===== src/rtl/maple_bus_pkg.sv =====
`default_nettype none
// ============================================================================
// Module : maple_bus_pkg
// Brief  : Shared Maple Bus constants: FSM one-hot encodings, default pulse
//          counts for start/end frame patterns, and the idle line level.
// Rev    : 1.0  initial release
// ============================================================================
package maple_bus_pkg;

  // One-hot encoding of the frame pattern decoder states
  typedef enum logic [4:0] {
    ST_IDLE      = 5'b00001,
    ST_START_CNT = 5'b00010,
    ST_END_CNT   = 5'b00100,
    ST_WAIT_IDLE = 5'b01000
  } state_t;

  // SDCKB falls needed while SDCKA is low to form a start pattern
  localparam int c_default_start_pulses = 4;
  // SDCKA falls needed while SDCKB is low to form an end pattern
  localparam int c_default_end_pulses   = 2;
  // Both bus lines rest high between frames
  localparam logic c_line_idle = 1'b1;

endpackage
`default_nettype wire


===== src/rtl/maple_line_sync.sv =====
`default_nettype none
// ============================================================================
// Module : maple_line_sync
// Brief  : Two-flop synchroniser plus history register for one raw bus line.
//          Level and edge strobes are registered and mutually aligned, so
//          in the cycle a strobe is high the level already shows the new value.
// Rev    : 1.0  initial release
// ============================================================================
module maple_line_sync
  import maple_bus_pkg::*;
(
  input  logic clk,
  input  logic reset,
  input  logic line_in,
  output logic level,
  output logic rise,
  output logic fall
);

  logic r_meta;
  logic r_sync;
  logic r_prev;

  // Synchronise the raw line, keep one cycle of history, register the edges
  always_ff @(posedge clk) begin
    if (!reset) begin
      r_meta <= c_line_idle;
      r_sync <= c_line_idle;
      r_prev <= c_line_idle;
      rise   <= 1'b0;
      fall   <= 1'b0;
    end else begin
      r_meta <= line_in;
      r_sync <= r_meta;
      r_prev <= r_sync;
      rise   <= r_sync & ~r_prev;
      fall   <= ~r_sync & r_prev;
    end
  end

  assign level = r_prev;

endmodule
`default_nettype wire


===== src/rtl/frame_pattern_decoder.sv =====
`default_nettype none
// ============================================================================
// Module : frame_pattern_decoder
// Brief  : Recognises Maple Bus start-of-frame and end-of-frame line patterns
//          on SDCKA/SDCKB and emits one-cycle detect / error pulses.
// Rev    : 1.0  initial release
// ============================================================================
module frame_pattern_decoder
  import maple_bus_pkg::*;
#(
  parameter int START_PULSES = c_default_start_pulses,
  parameter int END_PULSES   = c_default_end_pulses,
  parameter int TIMEOUT      = 255,
  parameter int CNT_W        = 8
) (
  input  logic clk,
  input  logic reset,
  input  logic enable,
  input  logic sdcka_in,
  input  logic sdckb_in,
  output logic start_det,
  output logic end_det,
  output logic pattern_err,
  output logic busy
);

  localparam logic [CNT_W-1:0] c_cnt_max      = {CNT_W{1'b1}};
  localparam logic [CNT_W-1:0] c_tmo_last     = CNT_W'(TIMEOUT - 1);
  localparam logic [CNT_W-1:0] c_start_target = CNT_W'(START_PULSES);
  localparam logic [CNT_W-1:0] c_end_target   = CNT_W'(END_PULSES);

  logic w_a_lvl, w_a_rise, w_a_fall;
  logic w_b_lvl, w_b_rise, w_b_fall;

  maple_line_sync u_sync_a (
    .clk     (clk),
    .reset   (reset),
    .line_in (sdcka_in),
    .level   (w_a_lvl),
    .rise    (w_a_rise),
    .fall    (w_a_fall)
  );

  maple_line_sync u_sync_b (
    .clk     (clk),
    .reset   (reset),
    .line_in (sdckb_in),
    .level   (w_b_lvl),
    .rise    (w_b_rise),
    .fall    (w_b_fall)
  );

  state_t           r_state;
  logic [CNT_W-1:0] r_cnt;
  logic [CNT_W-1:0] r_tmo;

  logic             w_in_start;
  logic             w_term;
  logic             w_term_other_hi;
  logic             w_count;
  logic             w_any_edge;
  logic [CNT_W-1:0] w_target;

  // Start and end counting are mirror images; pick the lines for the active one
  always_comb begin
    w_in_start      = (r_state == ST_START_CNT);
    w_term          = w_in_start ? w_a_rise : w_b_rise;
    w_term_other_hi = w_in_start ? w_b_lvl  : w_a_lvl;
    w_count         = w_in_start ? (w_b_fall & ~w_a_lvl) : (w_a_fall & ~w_b_lvl);
    w_target        = w_in_start ? c_start_target : c_end_target;
    w_any_edge      = w_a_rise | w_a_fall | w_b_rise | w_b_fall;
  end

  // Pattern FSM with pulse counter, inactivity timeout and registered outputs
  always_ff @(posedge clk) begin
    if (!reset) begin
      r_state     <= ST_IDLE;
      r_cnt       <= '0;
      r_tmo       <= '0;
      start_det   <= 1'b0;
      end_det     <= 1'b0;
      pattern_err <= 1'b0;
      busy        <= 1'b0;
    end else begin
      start_det   <= 1'b0;
      end_det     <= 1'b0;
      pattern_err <= 1'b0;
      case (r_state)
        ST_IDLE: begin
          r_cnt <= '0;
          r_tmo <= '0;
          if (enable) begin
            if (w_a_fall && w_b_fall) begin
              pattern_err <= 1'b1;
              r_state     <= ST_WAIT_IDLE;
              busy        <= 1'b1;
            end else if (w_a_fall && w_b_lvl) begin
              r_state <= ST_START_CNT;
              busy    <= 1'b1;
            end else if (w_b_fall && w_a_lvl) begin
              r_state <= ST_END_CNT;
              busy    <= 1'b1;
            end
          end
        end
        ST_START_CNT, ST_END_CNT: begin
          if (w_term) begin
            r_tmo <= '0;
            if (w_term_other_hi && (r_cnt == w_target)) begin
              start_det <= w_in_start;
              end_det   <= ~w_in_start;
              r_state   <= ST_IDLE;
              busy      <= 1'b0;
            end else begin
              pattern_err <= 1'b1;
              r_state     <= ST_WAIT_IDLE;
            end
          end else begin
            if (w_count && (r_cnt != c_cnt_max)) begin
              r_cnt <= r_cnt + 1'b1;
            end
            if (w_any_edge) begin
              r_tmo <= '0;
            end else if (r_tmo >= c_tmo_last) begin
              r_tmo       <= '0;
              pattern_err <= 1'b1;
              r_state     <= ST_WAIT_IDLE;
            end else begin
              r_tmo <= r_tmo + 1'b1;
            end
          end
        end
        ST_WAIT_IDLE: begin
          r_tmo <= '0;
          if (w_a_lvl && w_b_lvl) begin
            r_state <= ST_IDLE;
            busy    <= 1'b0;
          end
        end
        default: begin
          r_state <= ST_IDLE;
          busy    <= 1'b0;
        end
      endcase
    end
  end

endmodule
`default_nettype wire


===== config.mk =====
export PLATFORM = sky130hd
export DESIGN_NAME = frame_pattern_decoder
export DESIGN_NICKNAME = d
export VERILOG_FILES = /design/src/rtl/maple_bus_pkg.sv /design/src/rtl/maple_line_sync.sv /design/src/rtl/frame_pattern_decoder.sv
export SDC_FILE = /design/constraint.sdc
export NUM_CORES = 1
export LEC_CHECK = 0
export CORE_AREA = 2 2 73 75
export DETAILED_ROUTE_END_ITERATION = 16
export DIE_AREA = 0 0 75 77
export PLACE_DENSITY = 0.51
export SLEW_MARGIN = 30
export SYNTH_ARGS = -nofsm -noshare
export SYNTH_HDL_FRONTEND = slang
export SYNTH_SLANG_ARGS = --single-unit

===== constraint.sdc =====
create_clock -name clk -period 2.6 [get_ports clk]
set_input_delay 0.52 -clock clk [delete_from_list [all_inputs] [get_ports clk]]
set_output_delay 0.52 -clock clk [all_outputs]
set_load 0.1 [all_outputs]

==> results.py <==
metrics = {
    "hold_path": {
        "hold_class": "reg -> reg",
    },
    "synthesis": {
        "synth_compound_area_frac": 0.186,
        "ys_warn_count": 0,
        "synth_simple_gate_area_share": 0.316,
        "ys.flop_type": "dfxtp_1",
        "syn_area_sq_mm": 0.00171,
        "muxShareOfSynthArea": 0.0242,
        "ys_types": 53,
        "synth_xor_area_frac": 0.0154,
        "synth_top_family_by_area": "simple AND/OR/NAND/NOR gates",
        "ys_seq_elements": 34,
        "synth_top_area_share": 0.399,
        "synth_nets": 204,
        "synth_edf_count": 0,
        "syn_area_per_cell_sq_um": 8.71,
        "synthCells": 196,
        "yosysTopAreaCell": "dfxtp_1",
        "synth_fa_ha_area_frac": 0.0220,
        "ys_top_cells_by_area": "dfxtp_1 (40%), nand2_1 (4.0%), a21oi_1 (3.8%)",
        "ys_seq_area_frac": 0.399,
        "synthArstFlopShare": 0,
    },
    "timing": {
        "slew_viol_final": 0,
        "relSlewSlack": 0.634,
        "finalCritPeriodShare": 0.860,
        "tns_ps": 0,
        "max_freq_mhz": 447,
        "hold_violations": 0,
        "fin_skew_ps": 3.24,
        "worstMarginPinSlew_ps": 548,
        "setup_viol": 0,
        "rsz0062_at_grt": "no",
        "finalCriticalPeriod_ps": 2240,
    },
    "power": {
        "p_per_area_mw_per_mm2": 767,
        "p_total_w": 0.00149,
        "irDropWorstVdd_uv": 619,
        "p_leak_nw": 0.693,
    },
    "layout": {
        "final_nets": 215,
        "finalInstanceArea_sq_mm": 0.00194,
        "area_growth_pct": 13.5,
        "n_antenna_cell": 0,
        "instances_no_fill": 278,
        "fin_util": 0.389,
        "drive_above_1_share": 0.130,
    },
    "worst_setup_path": {
        "critPathMaxFanout": 16,
        "crit_path_end_kind": "register",
        "setup.worst_path.class": "reg -> reg",
        "cp.required_ps": 2820,
        "arrival_ps": 2450,
        "cp-start-kind": "register",
    },
    "status": {
        "outcome": "finished clean",
    },
    "floorplanning": {
        "die_width_um": 75,
        "die_h_um": 77,
        "fp-row-count": 26,
        "core-area_sq_mm": 0.00498,
        "start_util": 0.343,
        "die_area_sq_mm": 0.00578,
        "ios": 9,
    },
    "place": {
        "port_buffers": 8,
        "hpwl_um": 2690,
        "dp.cells": 270,
        "place_area_sq_mm": 0.00185,
        "gp_congestion": 0.902,
    },
    "clocking": {
        "cts_hold_buf": 0,
        "ctsResizeCount": 0,
        "cts_setup_buffers": 0,
        "tritoncts": "built",
        "cts_sinks": 34,
        "cts_inserted_buffers": 5,
        "clock_path_buffers": 2,
        "clk_pin_slew_ps": 70,
        "htreeDepth": 2,
        "cts-root-buf": "clkbuf_8",
        "clock_latency_ps": 280,
    },
    "drt": {
        "ant_nets": 0,
        "dr.pass1.iters": 4,
        "wl_um": 3610,
        "wl_per_cell_um": 13.0,
        "routedLengthMet1_um": 1790,
        "drtIter0Drc": 65,
        "vias": 1458,
        "vias_per_cell": 5.24,
        "highest_layer": "met4",
        "met2_length_um": 1670,
        "dr_wl_met3_um": 110,
        "route.detailed.drc": 0,
    },
    "global_route": {
        "antenna_found_initial": 0,
        "track_usage": 0.132,
        "grt_max_degree": 17,
        "first_global_vias": 1236,
        "gr-total-overflow": 0,
        "grt_first_pass_wirelength_um": 5870,
    },
    "job": {
        "maxCapViolCount": 0,
    },
}
-- synthesized netlist by cell type (all sizes together), types with 4 or more instances --
master and number:
nand3 10, nor2 11, or3 5, or2 4, nor4 6, nand2b 6
buf 5, nand2 18, dfxtp 34, inv 6, o21ai 15, nor3 4
a21oi 13
-- worst max-delay path, stage by stage, from the launching register on --
cell      delay (ps)
dfxtp_1          640
nor4bb_1         260
o221ai_1         180
a211o_1          460
or4_1            500
a21oi_1          140
-- state kept, by name, summed over array words and instances (netlist names) --
name             cells
busy                 1
end_det              1
pattern_err          1
r_cnt                8
r_state              4
r_tmo                8
start_det            1
u_sync_a.fall        1
u_sync_a.level       1
u_sync_a.r_meta      1
u_sync_a.r_sync      1
u_sync_a.rise        1
u_sync_b.fall        1
u_sync_b.level       1
u_sync_b.r_meta      1
u_sync_b.r_sync      1
u_sync_b.rise        1
-- per-stage QoR --
stage / hold WS, ps / worst slack [ps]
final: 407 / 365
after floorplan: 386 / 657
after CTS: 408 / 354
after detailed placement: 392 / 269
after global routing: 435 / 267
after global placement: 390 / 360
-- cell usage in the layout, fill, tap and decap left out, types with 4 or more instances in the layout --
cell,n
dfxtp_1,34
nand2_1,18
o21ai_0,13
a21oi_1,13
nor2_1,11
nand3_1,10
buf_4,7
inv_1,6
nand2b_1,6
nor4_1,6
clkbuf_8,6
or3_1,5
clkdlybuf4s50_1,4
-- path summary, 6_finish.rpt --
path | startpoint | end | slack, ps | cells after the start
setup / recovery | r_state[1] | r_cnt[5] | 360 | 5
hold / removal | u_sync_a.r_meta | u_sync_a.r_sync | 410 | 1
setup reg to reg | r_state[1] | r_cnt[5] | 360 | 5
hold reg to reg | u_sync_a.r_meta | u_sync_a.r_sync | 410 | 1
-- cells by family after synthesis --
kind of cell             Yosys count
buffers and inverters             13
flip-flops                        34
AO/OA/AOI/OAI                     49
AND/OR/NAND/NOR                   90
multiplexers                       4
XOR/XNOR                           3
adder cells (fa/ha/maj)            3
-- report_power, final --
part / internal [W] / switching (W)
logic: 0.000184 / 0.000284
clock network: 0.000213 / 0.000184
registers: 0.000553 / 0.0000682
-- layer usage --
metal,global-route usage,vias to the layer above
li1,-,745
met1,0.189,684
met2,0.191,25
met3,0.0315,4
met4,0.0429,0
met5,0,-
-- final cells by class --
class,count,area [sq um]
Multi-Input combinational cell,149,963
Sequential cell,34,681
Timing Repair Buffer,11,92.6
Fill cell,498,3040
Clock inverter,1,5.00
Inverter,6,22.5
Clock buffer,7,86.3
Tap cell,70,87.6
Power figures use the tool's default switching activity.
